[src/rtl/song_note_reader.sv]
// ---------------------------------------------------------------------------
// song_note_reader
//
// Reads a song, one word per note, from a song FIFO and presents the note
// that is currently being scored. Each word holds a note code in bits
// [NOTE_W+DUR_W-1:DUR_W] and a duration in beat ticks in bits [DUR_W-1:0].
// A word with duration 0 marks the end of the song.
//
// Optional feature: define NOTE_GAP_EN to insert a silent gap of one beat
// tick between consecutive notes (adds the GAP state). With the macro
// undefined the reader goes straight from PLAY to FETCH.
//
// Ports
//   clk          in   rising-edge clock
//   rst_n        in   asynchronous, active-low reset
//   start        in   one-cycle pulse, begins playback from IDLE or DONE
//   stop         in   one-cycle pulse, aborts playback (beats start and tick)
//   tick         in   one-cycle beat tick, paces the duration countdown
//   fifo_empty   in   song FIFO empty flag
//   fifo_valid   in   song FIFO read data valid
//   fifo_dout    in   song FIFO read data
//   fifo_rd_en   out  song FIFO read enable
//   note_code    out  current target note (0 = rest), holds its last value
//   note_valid   out  note_code is the note currently being scored
//   busy         out  playback in progress (state is not IDLE or DONE)
//   starved      out  FIFO is empty while a fetch is pending
//   song_done    out  end-of-song marker reached
//   notes_played out  notes loaded since the last start (saturating)
// ---------------------------------------------------------------------------
module song_note_reader #(
  parameter int DATA_W = 15,
  parameter int NOTE_W = 7,
  parameter int DUR_W  = 8,
  parameter int CNT_W  = 12
) (
  input  logic              clk,
  input  logic              rst_n,
  input  logic              start,
  input  logic              stop,
  input  logic              tick,
  input  logic              fifo_empty,
  input  logic              fifo_valid,
  input  logic [DATA_W-1:0] fifo_dout,
  output logic              fifo_rd_en,
  output logic [NOTE_W-1:0] note_code,
  output logic              note_valid,
  output logic              busy,
  output logic              starved,
  output logic              song_done,
  output logic [CNT_W-1:0]  notes_played
);

  localparam logic [2:0] ST_IDLE  = 3'd0;
  localparam logic [2:0] ST_FETCH = 3'd1;
  localparam logic [2:0] ST_WAIT  = 3'd2;
  localparam logic [2:0] ST_PLAY  = 3'd3;
  localparam logic [2:0] ST_DONE  = 3'd4;
`ifdef NOTE_GAP_EN
  localparam logic [2:0] ST_GAP   = 3'd5;
`endif

  localparam logic [DUR_W-1:0]  DUR_ZERO = {DUR_W{1'b0}};
  localparam logic [DUR_W-1:0]  DUR_ONE  = {{(DUR_W-1){1'b0}}, 1'b1};
  localparam logic [CNT_W-1:0]  CNT_ZERO = {CNT_W{1'b0}};
  localparam logic [CNT_W-1:0]  CNT_ONE  = {{(CNT_W-1){1'b0}}, 1'b1};
  localparam logic [CNT_W-1:0]  CNT_MAX  = {CNT_W{1'b1}};
  localparam logic [NOTE_W-1:0] NOTE_ZERO = {NOTE_W{1'b0}};

  logic [2:0]        r_state;
  logic [2:0]        w_next;
  logic [DUR_W-1:0]  r_count;
  logic [NOTE_W-1:0] r_note_code;
  logic [CNT_W-1:0]  r_notes_played;
  logic              r_song_done;
  logic              r_note_valid;
  logic              r_busy;

  logic [DUR_W-1:0]  w_dur;
  logic [NOTE_W-1:0] w_note;
  logic              w_idle_or_done;
  logic              w_capture;
  logic              w_last_tick;

  assign w_dur          = fifo_dout[DUR_W-1:0];
  assign w_note         = fifo_dout[DUR_W +: NOTE_W];
  assign w_idle_or_done = (r_state == ST_IDLE) || (r_state == ST_DONE);
  // A word is only taken in WAIT; a word arriving together with stop is dropped.
  assign w_capture      = (r_state == ST_WAIT) && fifo_valid && !stop;
  // The tick that takes the countdown from 1 to 0 ends the note.
  assign w_last_tick    = (r_state == ST_PLAY) && tick && (r_count == DUR_ONE);

  // State register.
  always_ff @(posedge clk or negedge rst_n) begin
    if (!rst_n) begin
      r_state <= ST_IDLE;
    end else begin
      r_state <= w_next;
    end
  end

  // Next-state logic; stop overrides every other input.
  always_comb begin
    w_next = r_state;
    if (stop) begin
      w_next = ST_IDLE;
    end else begin
      case (r_state)
        ST_IDLE, ST_DONE: begin
          if (start) begin
            w_next = ST_FETCH;
          end else begin
            w_next = r_state;
          end
        end
        ST_FETCH: begin
          if (!fifo_empty) begin
            w_next = ST_WAIT;
          end else begin
            w_next = ST_FETCH;
          end
        end
        ST_WAIT: begin
          if (fifo_valid) begin
            if (w_dur == DUR_ZERO) begin
              w_next = ST_DONE;
            end else begin
              w_next = ST_PLAY;
            end
          end else begin
            w_next = ST_WAIT;
          end
        end
        ST_PLAY: begin
          if (w_last_tick) begin
`ifdef NOTE_GAP_EN
            w_next = ST_GAP;
`else
            w_next = ST_FETCH;
`endif
          end else begin
            w_next = ST_PLAY;
          end
        end
`ifdef NOTE_GAP_EN
        ST_GAP: begin
          // Silence lasts until the next beat tick.
          if (tick) begin
            w_next = ST_FETCH;
          end else begin
            w_next = ST_GAP;
          end
        end
`endif
        default: begin
          w_next = ST_IDLE;
        end
      endcase
    end
  end

  // FIFO handshake outputs; the read strobe must follow fifo_empty in the
  // same cycle so it can never fire on an empty FIFO.
  always_comb begin
    fifo_rd_en = 1'b0;
    starved    = 1'b0;
    if (r_state == ST_FETCH) begin
      fifo_rd_en = !fifo_empty && !stop;
      starved    = fifo_empty;
    end else begin
      fifo_rd_en = 1'b0;
      starved    = 1'b0;
    end
  end

  // Status flags registered from the next state so they line up with it.
  always_ff @(posedge clk or negedge rst_n) begin
    if (!rst_n) begin
      r_note_valid <= 1'b0;
      r_busy       <= 1'b0;
    end else begin
      r_note_valid <= (w_next == ST_PLAY);
      r_busy       <= (w_next != ST_IDLE) && (w_next != ST_DONE);
    end
  end

  // Note datapath: countdown, note code, played counter and end-of-song flag.
  always_ff @(posedge clk or negedge rst_n) begin
    if (!rst_n) begin
      r_count        <= DUR_ZERO;
      r_note_code    <= NOTE_ZERO;
      r_notes_played <= CNT_ZERO;
      r_song_done    <= 1'b0;
    end else if (stop) begin
      r_count     <= DUR_ZERO;
      r_song_done <= 1'b0;
    end else if (start && w_idle_or_done) begin
      r_notes_played <= CNT_ZERO;
      r_song_done    <= 1'b0;
    end else if (w_capture) begin
      if (w_dur == DUR_ZERO) begin
        r_song_done <= 1'b1;
      end else begin
        r_count     <= w_dur;
        r_note_code <= w_note;
        if (r_notes_played != CNT_MAX) begin
          r_notes_played <= r_notes_played + CNT_ONE;
        end else begin
          r_notes_played <= r_notes_played;
        end
      end
    end else if ((r_state == ST_PLAY) && tick) begin
      r_count <= r_count - DUR_ONE;
    end else begin
      r_count <= r_count;
    end
  end

  assign note_code    = r_note_code;
  assign note_valid   = r_note_valid;
  assign busy         = r_busy;
  assign song_done    = r_song_done;
  assign notes_played = r_notes_played;

endmodule

[config.mk]
export PLATFORM = sky130hd
export DESIGN_NAME = song_note_reader
export DESIGN_NICKNAME = d
export VERILOG_FILES = /design/src/rtl/song_note_reader.sv
export SDC_FILE = /design/constraint.sdc
export NUM_CORES = 1
export LEC_CHECK = 0
export ABC_CLOCK_PERIOD_IN_PS = 1610
export CORE_MARGIN = 4
export CORE_UTILIZATION = 57
export DETAILED_ROUTE_END_ITERATION = 8
export DONT_BUFFER_PORTS = 1
export GPL_ROUTABILITY_DRIVEN = 0
export PLACE_DENSITY = 0.75
export SETUP_SLACK_MARGIN = 0.02
export SYNTH_ARGS = -nofsm -noshare
export SYNTH_HDL_FRONTEND = slang
export SYNTH_SLANG_ARGS = --single-unit
[constraint.sdc]
create_clock -name clk -period 1.61 [get_ports clk]
set_input_delay 0.322 -clock clk [delete_from_list [all_inputs] [get_ports clk]]
set_output_delay 0.322 -clock clk [all_outputs]
set_load 0.02 [all_outputs]
---- After elaboration in Yosys (flattened, before gate mapping) ----
Index checks and enable logic that the tools add are counted.
storage, ports and cells
  bits in registers ....................... 33
  logic and storage cells ................. 68
  bits of input ports ..................... 22
  output and inout bits ................... 24
cells by class
  bitwise operators ....................... 3
  eq/ne operators ......................... 11
  reductions and logical operators ........ 23
  add/sub/neg operators ................... 2
  muxes and demuxes ....................... 22
operators by type and width
  cell                                                                 number
  12-bit two-way mux                                                   4
  8-bit two-way mux                                                    5
  12-bit by 1-bit adder with 12-bit output (second input constant)     1
  3-bit two-way mux                                                    4
  12-bit != test (second input constant)                               1
  3-bit case mux with 4 select lines                                   1
  3-bit nonzero test                                                   4
  3-bit by 2-bit == test with 1-bit output (second input constant)     3
  8-bit by 1-bit == test with 1-bit output (second input constant)     1
  8-bit zero test                                                      1
  4-bit AND reduction                                                  2
  8-bit by 1-bit subtractor with 8-bit output (second input constant)  1
  1-bit logical AND                                                    7
  1-bit two-way mux                                                    6
  3-bit != test (second input constant)                                2
  2-bit two-way mux                                                    2
  2-bit nonzero test                                                   2
  3-bit by 1-bit == test with 1-bit output (second input constant)     1
  3-bit == test (second input constant)                                1
  3-bit zero test                                                      1
  1-bit inverter                                                       3
  3-bit AND reduction                                                  1
  1-bit zero test                                                      2
  2-bit by 1-bit != test with 1-bit output (second input constant)     1
  other kinds (4)                                                      4

---- Depth between registers and ports, before layout ----
Gate-level depths: netlist of run 1.
  word-level depth ........................ 8
  depth in mapped cells ................... 7
  depth with buffers taken out ............ 6

---- Worst setup path after synthesis of run 1 ----
No wires, ideal clock.
  kind .................................... in2out
  start ................................... input port stop
  end ..................................... output port fifo_rd_en
  slack ................................... -0.197 ns
  stages .................................. 3
  path buffers ............................ 2
  arrival time ............................ 1.485 ns
  data required time ...................... 1.288 ns
  path through ............................ buf_1 -> clkbuf_1 -> nor4_1
on the way
  cells in the longest elaborated chain, start to end .. 3
ends and longest elaborated chain
  item               line  text
  from (decl)        39    input logic stop,
  1-bit zero test    167   fifo_rd_en = !fifo_empty && !stop;
  1-bit logical AND  167
  1-bit two-way mux  166   if (r_state == ST_FETCH) begin
  to (decl)          44    output logic fifo_rd_en,
Every way passes these cells.

---- Worst setup path in the final report of run 1 ----
  start ................................... register r_notes_played[2] (netlist: notes_played[2])
  end ..................................... register r_notes_played[8] (netlist: notes_played[8])
on the way
  cells in the longest elaborated chain, start to end .. 5
  elaborated cells between the ends (all ways) .. 8
  classes of those cells .................. add/sub (1); eq/ne (1); mux (4); reduce/logical (2)
ends and longest elaborated chain
  item                                      line  text
  from (decl)                               73    logic [CNT_W-1:0] r_notes_played;
  from (signal assigned)                    206   r_notes_played <= r_notes_played + CNT_ONE;
  from (signal assigned)                    208   r_notes_played <= r_notes_played;
  12-bit by 1-bit adder with 12-bit output  206
  12-bit two-way mux                        205   if (r_notes_played != CNT_MAX) begin
  12-bit two-way mux                        200   if (w_dur == DUR_ZERO) begin
  12-bit two-way mux                        199   end else if (w_capture) begin
  12-bit two-way mux                        196   end else if (start && w_idle_or_done) begin
Several ways; a longest one is shown, not always the timed one. The select of a mux whose other input is x is not followed.
A chain may end at the register's enable or synchronous reset.

==> results of run 1 <==
==> power by group through the flow <==
stage	clock (mW)	combinational, mW	sequential, mW
floorplan	0	0.238	1.07
global placement	0	0.309	1.07
detailed placement	0	0.326	1.07
CTS	0.547	0.427	1.06
global route	0.616	0.563	1.08
finish	0.573	0.529	1.07
==> state kept, by name, summed over array words and instances, names as in the netlist <==
name / cells
busy: 1
r_state: 3
song_done: 1
r_count: 8
note_valid: 1
notes_played: 12
note_code: 7
==> cells in the mapped netlist (3+ instances only) <==
| cell type | instances | share of area [%] |
|---|---|---|
| ha_1 | 3 | 1.9 |
| nand4b_1 | 3 | 1.3 |
| a31oi_1 | 3 | 0.94 |
| a21oi_1 | 15 | 3.7 |
| inv_1 | 8 | 1.5 |
| nand4_1 | 4 | 1.2 |
| dfrtp_1 | 33 | 41 |
| clkbuf_1 | 3 | 0.56 |
| nor2_1 | 13 | 2.4 |
| or4_1 | 3 | 1.1 |
| nand2b_1 | 9 | 2.8 |
| nand3_1 | 7 | 1.7 |
| nand2_1 | 14 | 2.6 |
| mux2_2 | 7 | 3.9 |
| buf_6 | 3 | 1.7 |
| mux2i_1 | 8 | 4.0 |
| nor4_1 | 6 | 1.9 |
| nor3_1 | 5 | 1.2 |
==> layout make-up <==
type                            count  area [sq um]  area share [%]
Clock inverter                      1         5.005          0.1663
Clock buffer                        7         65.06           2.162
Timing Repair Buffer               65         584.3           19.42
Sequential cell                    33         834.6           27.73
Inverter                            8         30.03          0.9979
Tap cell                           46         57.56           1.913
Multi-Input combinational cell    149          1433           47.61
==> kinds of logic after synthesis <==
group,Yosys count,synth area share [%]
buf+inv,17,4.367
mux,15,7.923
compound gates,46,17.28
flops,33,41.17
fa+ha+maj,3,1.872
simple gates,84,27.39
==> per-layer routing <==
layer  up-vias  part of all wire, %  GRT usage (%)
li1        889                    -              -
met1      1081                   36          37.65
met2       174                   51          49.33
met3        44                  8.3          7.820
met4         0                  4.7          10.38
met5         -                    0              0
==> critical path: cells and delay by family (launching register included) <==
family             cells  cell delay (ns)
and+or+nand+nor        2             0.66
DFF                    1             0.52
AOI/OAI and AO/OA      2             0.52
==> through the flow <==
stage / power (mW) / instances / setup WS (ns)
after floorplan: 1.305 / 198 / -0.06553
after global placement: 1.379 / 274 / -0.06103
after detailed placement: 1.399 / 274 / -0.1533
after CTS: 2.035 / 297 / -0.1286
after global routing: 2.256 / 309 / -0.2399
final: 2.169 / 309 / -0.1537
==> repair_timing <==
item,4_1_cts,5_1_grt
hold buffers,2,0
hold endpoints to repair,33,0
setup endpoints to repair,28,31
resized for setup,38,35
pin swaps,16,17
cloned,1,1
buffers inserted,12,11
==> how the worst max path moves through the flow <==
stage | startpoint | to | slack (ns) | depth (start not counted)
floorplan | r_state[2] | notes_played[3] | -0.07 | 5
global placement | fifo_dout[0] | r_count[1] | -0.06 | 5
detailed placement | r_state[2] | notes_played[6] | -0.15 | 4
CTS | r_state[2] | fifo_rd_en | -0.13 | 4
global route | notes_played[2] | notes_played[6] | -0.24 | 4
finish | notes_played[2] | notes_played[8] | -0.15 | 4
==> reports/qor.txt, run 1 <==
final core occ = 89.47%
ANT nets after route = 0
chip height = 67.32 um
CTS Sinks = 33
slowest CP cell = dfrtp_1
DIE AREA = 4532 sq um
first-pass GRT wire length = 10170 um
status = finished with violations
Total GRT Usage = 29.82%
Post-synth EDFFs = 0
GRT overflow = 0
clk_skew = 0.01798 ns
Num CTS Buffers = 5
clock-pin transition on the worst setup and hold timing paths = 0.13 ns
crit-path max cell delay = 0.52 ns
R2R depth = 4
WHS Endpoint = r_count[0]
Mapped Nets = 223
fin worst setup slack = -0.1537 ns
Peak VDD IR = 0.0008141 V
CP Capture Type = flop
clock network fraction of total power = 26.4%
Yosys Warn Count = 0
largest net degree at the start of global routing = 34
max_slew headroom = 63.35%
prevailing post-synth register cell = dfrtp_1
Die W = 67.32 um
layout cells sized above 1 = 52.47%
Critical Path Fanout Max = 6
Crit Reg-Reg Startpoint = notes_played[2]
row cnt = 21
min-delay worst type = input pin to flop
Reg power frac = 49.2%
Finished Cell Area = 3009 sq um
drt total wl = 7571 um
initial DRC count = 311
Final Cycle Share = 109.5%
max-cap violation count = 0
# setup viols final = 29
filler instances = 143
minimum clock period = 1.764 ns
dpl hpwl = 3772 um
Area Overhead vs Synth = 50.03%
CTS tree = yes
vias in the first global route = 2027
highest clock rate = 567.0 MHz
Placed Area = 2372 sq um
Reg2Reg Capture Point = notes_played[8]
Net Sw Power = 729.7 uW
final hold slack = 0.01094 ns
Initial Utilization = 59.64%
ys async rst share = 100.0%
sequential area share after synthesis = 41.17%
synthesized area = 2006 sq um
PortBufs = 0
Antenna diodes = 0
CP Launch Type = flop
final net count = 287
Vias = 2188
most common cell after layout, fill and taps aside = buf_4
Post-Syn Area per Cell = 10.13 sq um
failing checks = negative setup slack
Syn Inst Count = 198
CTS root buffer = clkbuf_4
hold depth = 1
power share of the combinational group = 24.4%
CTS Buffer Depth = 2
RSZ-0062 raised after global routing = yes
Leak = 1.248 nW
CP Data Arrival Time = 2.06 ns
critical path class = flop to flop
DRC Markers = 0
most frequent cells in the layout = 44 x buf_4, 26 x dfrtp_1, 15 x buf_6
setup TNS = -2.479 ns
Int Pwr = 1.439 mW
hold path start = stop
CTS H-tree depth = 2
number of synthesized register bits = 33
Vias/cell = 7.081
Initial DRT Pass Iterations = 5
antenna violations before repair = 0
Ports = 46
Worst Path Required = 1.90 ns
power per cell area = 720.8 nW/um^2
max-slew violations = 0
r2r setup slk = -0.15 ns
core area = 3363 sq um
Fin. Hold Viols = 0
switch share = 33.64%
Netlist cell types = 55
Worst-Skew Late Latency = 0.36 ns
worst path cell trace = nand3_2 -> a2111oi_4 -> or4b_4 -> a21oi_2
Worst-Margin Slew = 0.5456 ns
WL/cell = 24.50 um
No activity file was read; power rests on OpenSTA's default activity.
==> inputs of run 2 (changes only) <==
Settings changed: CORE_UTILIZATION 57 to 41, PLACE_DENSITY 0.75 to unset.
==> reports/qor.txt, run 2 (synthesis results as in run 1) <==
Antenna diodes = 0
Final Cycle Share = 104.0%
GRT busiest layer = met2
Vias = 1853
WL/cell = 18.76 um
core area = 4723 sq um
Layout Cells excl Fill = 315
crit-path max cell delay = 0.58 ns
power per cell area = 759.5 nW/um^2
Finished Cell Area = 2870 sq um
layout cells sized above 1 = 44.35%
most common cell after layout, fill and taps aside = buf_4
final net count = 272
GRT met1 Usage = 24.03%
RSZ-0062 raised after global routing = yes
hold path start = stop
Total GRT Usage = 19.87%
failing checks = negative setup slack
Leak = 1.160 nW
R2R depth = 4
critical path class = flop to flop
CP Data Arrival Time = 1.84 ns
CTS tree = yes
DIE AREA = 6075 sq um
chip height = 77.94 um
highest clock rate = 597.4 MHz
Sequential Area = 833.3 sq um
# setup viols final = 14
GRT overflow = 0
Worst-Skew Late Latency = 0.29 ns
PortBufs = 0
final core occ = 60.77%
CP Launch Type = flop
DRC Markers = 0
Area Overhead vs Synth = 43.11%
Peak VDD IR = 0.0006410 V
Worst-Margin Slew = 0.4903 ns
first-pass GRT wire length = 9625 um
met3 Use GR = 6.148%
clock-pin transition on the worst setup and hold timing paths = 0.06 ns
dpl cells = 296
Placed Area = 2419 sq um
filler instances = 389
max-slew violations = 0
Vias/cell = 5.883
worst path cell trace = or4_4 -> o311a_1 -> a31oi_4 -> o21ai_1
Fin. Hold Viols = 0
CTS Sinks = 33
GR Util met2 = 33.05%
initial DRC count = 231
Reg2Reg Capture Point = busy
Multi-input gate area = 1360 sq um
slowest CP cell = or4_4
CTS Buffer Depth = 2
status = finished with violations
row cnt = 25
Num CTS Buffers = 5
dpl hpwl = 3913 um
WHS Endpoint = r_count[0]
minimum clock period = 1.674 ns
Critical Path Fanout Max = 3
Total Power = 2.180 mW
CTS root buffer = clkbuf_8
Initial Utilization = 42.46%
max-cap violation count = 0
drt total wl = 5910 um
CTS H-tree depth = 2
r2r setup slk = -0.06 ns
Largest register FFs = 12
ANT nets after route = 0
min-delay worst type = input pin to flop
vias in the first global route = 1941
Worst Path Required = 1.77 ns
worst slack, placed = -0.08017 ns
Ports = 46
clk_skew = 0.009034 ns
largest net degree at the start of global routing = 34
hold depth = 1
Crit Reg-Reg Startpoint = r_count[6]
fin worst setup slack = -0.06395 ns
antenna violations before repair = 0
CP Capture Type = flop
max_slew headroom = 67.07%
most frequent cells in the layout = 39 x buf_4, 27 x dfrtp_1, 14 x nand2_1
Die W = 77.94 um
Initial DRT Pass Iterations = 4
## run 2: layout make-up
class                      count  area share, %
clock buffer                   8          3.139
inverter                       8          1.046
multi-input combinational    148          47.38
sequential                    33          29.03
tap                           67          2.921
timing repair buffer          51          16.48
## run 2: timing repair
action,CTS,global route
setup endpoints to repair,27,31
gates resized for setup,29,19
pin swaps,16,8
hold endpoints to repair,33,0
gates cloned,1,0
buffers inserted,3,5
hold buffers,2,0
## run 2: worst max-delay path by stage
stage | start | endpoint | slack, ns | cells after the start
detailed placement | r_state[2] | notes_played[9] | -0.08 | 5
global route | r_state[2] | notes_played[3] | -0.12 | 4
global placement | r_state[2] | notes_played[6] | -0.05 | 4
floorplan | r_state[2] | notes_played[3] | -0.07 | 5
CTS | r_state[0] | note_code[5] | -0.05 | 6
finish | r_count[6] | busy | -0.06 | 4
## run 2: routing by layer
metal,up-vias,routed length [um]
li1,853,-
met1,917,2405
met2,67,3012
met3,16,358
met4,0,133
met5,-,0
## run 2: where the power goes
| group | internal [mW] | switching, mW | total, mW | leakage, nW |
|---|---|---|---|---|
| sequential | 0.914 | 0.151 | 1.06 | 0.438 |
| combinational | 0.255 | 0.215 | 0.470 | 0.677 |
| clock | 0.349 | 0.297 | 0.645 | 0.0455 |
## run 2: critical path, delay by kind of cell (launching register included)
family	cells	cell delay, ns
simple gates	1	0.58
compound gates	3	0.60
flops	1	0.38
## run 2: stage by stage
stage | hold WS (ns) | TNS (ns)
2_1_floorplan | 0.02641 | -0.9085
3_3_place_gp | 0.02734 | -0.4173
3_5_place_dp | 0.02730 | -1.037
4_1_cts | 0.09658 | -0.4376
5_1_grt | 0.08859 | -2.027
6_report | 0.1111 | -0.4440
==> inputs of run 3 (changes only) <==
Settings changed: CORE_UTILIZATION 41 to 39.
==> reports/qor.txt, run 3 (synthesis results as in run 1) <==
status = finished with violations
failing checks = negative setup slack
CTS Buffer Depth = 2
hold depth = 1
Total GRT Usage = 19.19%
Initial Utilization = 41.37%
CP Data Arrival Time = 1.91 ns
fin worst setup slack = -0.07749 ns
Worst Path Required = 1.83 ns
CTS root buffer = clkbuf_8
highest clock rate = 592.6 MHz
min-delay worst type = input pin to flop
worst path cell trace = nand4bb_4 -> a21o_4 -> or4_4 -> a21oi_2
GR Util met2 = 32.64%
core area = 4848 sq um
clock-pin transition on the worst setup and hold timing paths = 0.07 ns
worst slack, placed = -0.1337 ns
Vias/cell = 5.965
power per cell area = 800.8 nW/um^2
Levels on crit path = 4
final core occ = 59.35%
slowest CP cell = or4_4
Initial DRT Pass Iterations = 4
critical path class = flop to flop
dpl hpwl = 3968 um
Worst-Skew Late Latency = 0.29 ns
Total Power = 2.304 mW
Final Cycle Share = 104.8%
Critical Path Fanout Max = 9
row cnt = 25
Area Overhead vs Synth = 43.48%
Ports = 46
Worst Path Buf+Inv = 0
Die W = 79.71 um
most frequent cells in the layout = 35 x buf_4, 27 x dfrtp_1, 14 x nand2_1
Antenna diodes = 0
crit-path max cell delay = 0.53 ns
largest net degree at the start of global routing = 34
layout cells sized above 1 = 45.12%
CP Launch Type = flop
Num CTS Buffers = 5
first-pass GRT wire length = 9508 um
vias in the first global route = 1994
max_slew headroom = 74.76%
final net count = 270
max-cap violation count = 0
Peak VDD IR = 0.0006543 V
clk_skew = 0.008489 ns
max-slew violations = 0
Worst-Margin Slew = 0.3752 ns
GRT met1 Usage = 23.08%
# setup viols final = 18
PortBufs = 0
Vias = 1867
Crit path max-delay family = simple AND/OR/NAND/NOR gates
CTS Sinks = 33
Fin. Hold Viols = 0
met3 Use GR = 5.643%
minimum clock period = 1.687 ns
drt total wl = 5805 um
initial DRC count = 97
R2R depth = 4
WL/cell = 18.55 um
CTS H-tree depth = 2
RSZ-0062 raised after global routing = yes
GRT busiest layer = met2
ANT nets after route = 0
dpl cells = 296
Layout Cells excl Fill = 313
DRC Markers = 0
CP Capture Type = flop
Largest register FFs = 12
GRT overflow = 0
CTS tree = yes
antenna violations before repair = 0
Leak = 1.169 nW
DIE AREA = 6354 sq um
chip height = 79.71 um
most common cell after layout, fill and taps aside = buf_4
run 3: cell count changes in the layout (fill, tap and decap cells not counted), moves of 2 or more:
cell,change
nor4_2,-3
buf_6,+3
mux2_4,-5
a21oi_1,-5
a21oi_2,+5
nor4_4,+2
mux2_2,+5
buf_4,-4
run 3: area by class of cell:
cell class	instances	area (sq um)
multi-input combinational	148	1360
tap	67	83.83
sequential	33	833.3
timing repair buffer	49	454.2
fill	402	1971
clock buffer	7	86.33
inverter	8	30.03
clock inverter	1	30.03
run 3: timing repair:
action / in CTS / in global routing
hold buffers: 2 / 0
resized for setup: 27 / 24
pin swaps: 10 / 8
setup endpoints to repair: 27 / 32
gates cloned: 0 / 1
setup buffers: 2 / 4
endpoints found under the hold margin: 33 / 0
run 3: metrics by stage:
stage | setup TNS [ns] | area (sq um) | hold WS [ns]
3_5_place_dp | -1.230 | 2406 | 0.02733
4_1_cts | -0.6689 | 2708 | 0.08272
3_3_place_gp | -0.2424 | 2406 | 0.02760
2_1_floorplan | -0.9085 | 2068 | 0.02641
6_report | -0.8782 | 2878 | 0.09619
5_1_grt | -2.818 | 2878 | 0.07823
run 3: worst paths after layout:
path | slack, ns | to | from
max | -0.08 | notes_played[3] | r_state[0]
min | 0.1 | r_count[7] | stop
max reg2reg | -0.08 | notes_played[3] | r_state[0]
min reg2reg | 0.60 | notes_played[9] | notes_played[9]
max in group asynchronous | 0.93 | notes_played[5] | rst_n
min in group asynchronous | 0.47 | notes_played[7] | rst_n
run 3: routing by layer:
layer | vias to the layer above | part of all wire (%)
li1 | 850 | -
met4 | 0 | 1.6
met5 | - | 0
met1 | 960 | 42
met3 | 12 | 5.3
met2 | 45 | 51
run 3: power by group:
group / switching (mW) / internal, mW / total [mW]
clock: 0.310 / 0.505 / 0.815
sequential: 0.146 / 0.914 / 1.06
combinational: 0.209 / 0.222 / 0.431
total: 0.664 / 1.64 / 2.30
run 3: worst register-to-register path, stage by stage, from the launching register on:
cell and delay [ns]:
dfrtp_1 0.38, nand4bb_4 0.29, a21o_4 0.29, or4_4 0.53
a21oi_2 0.13
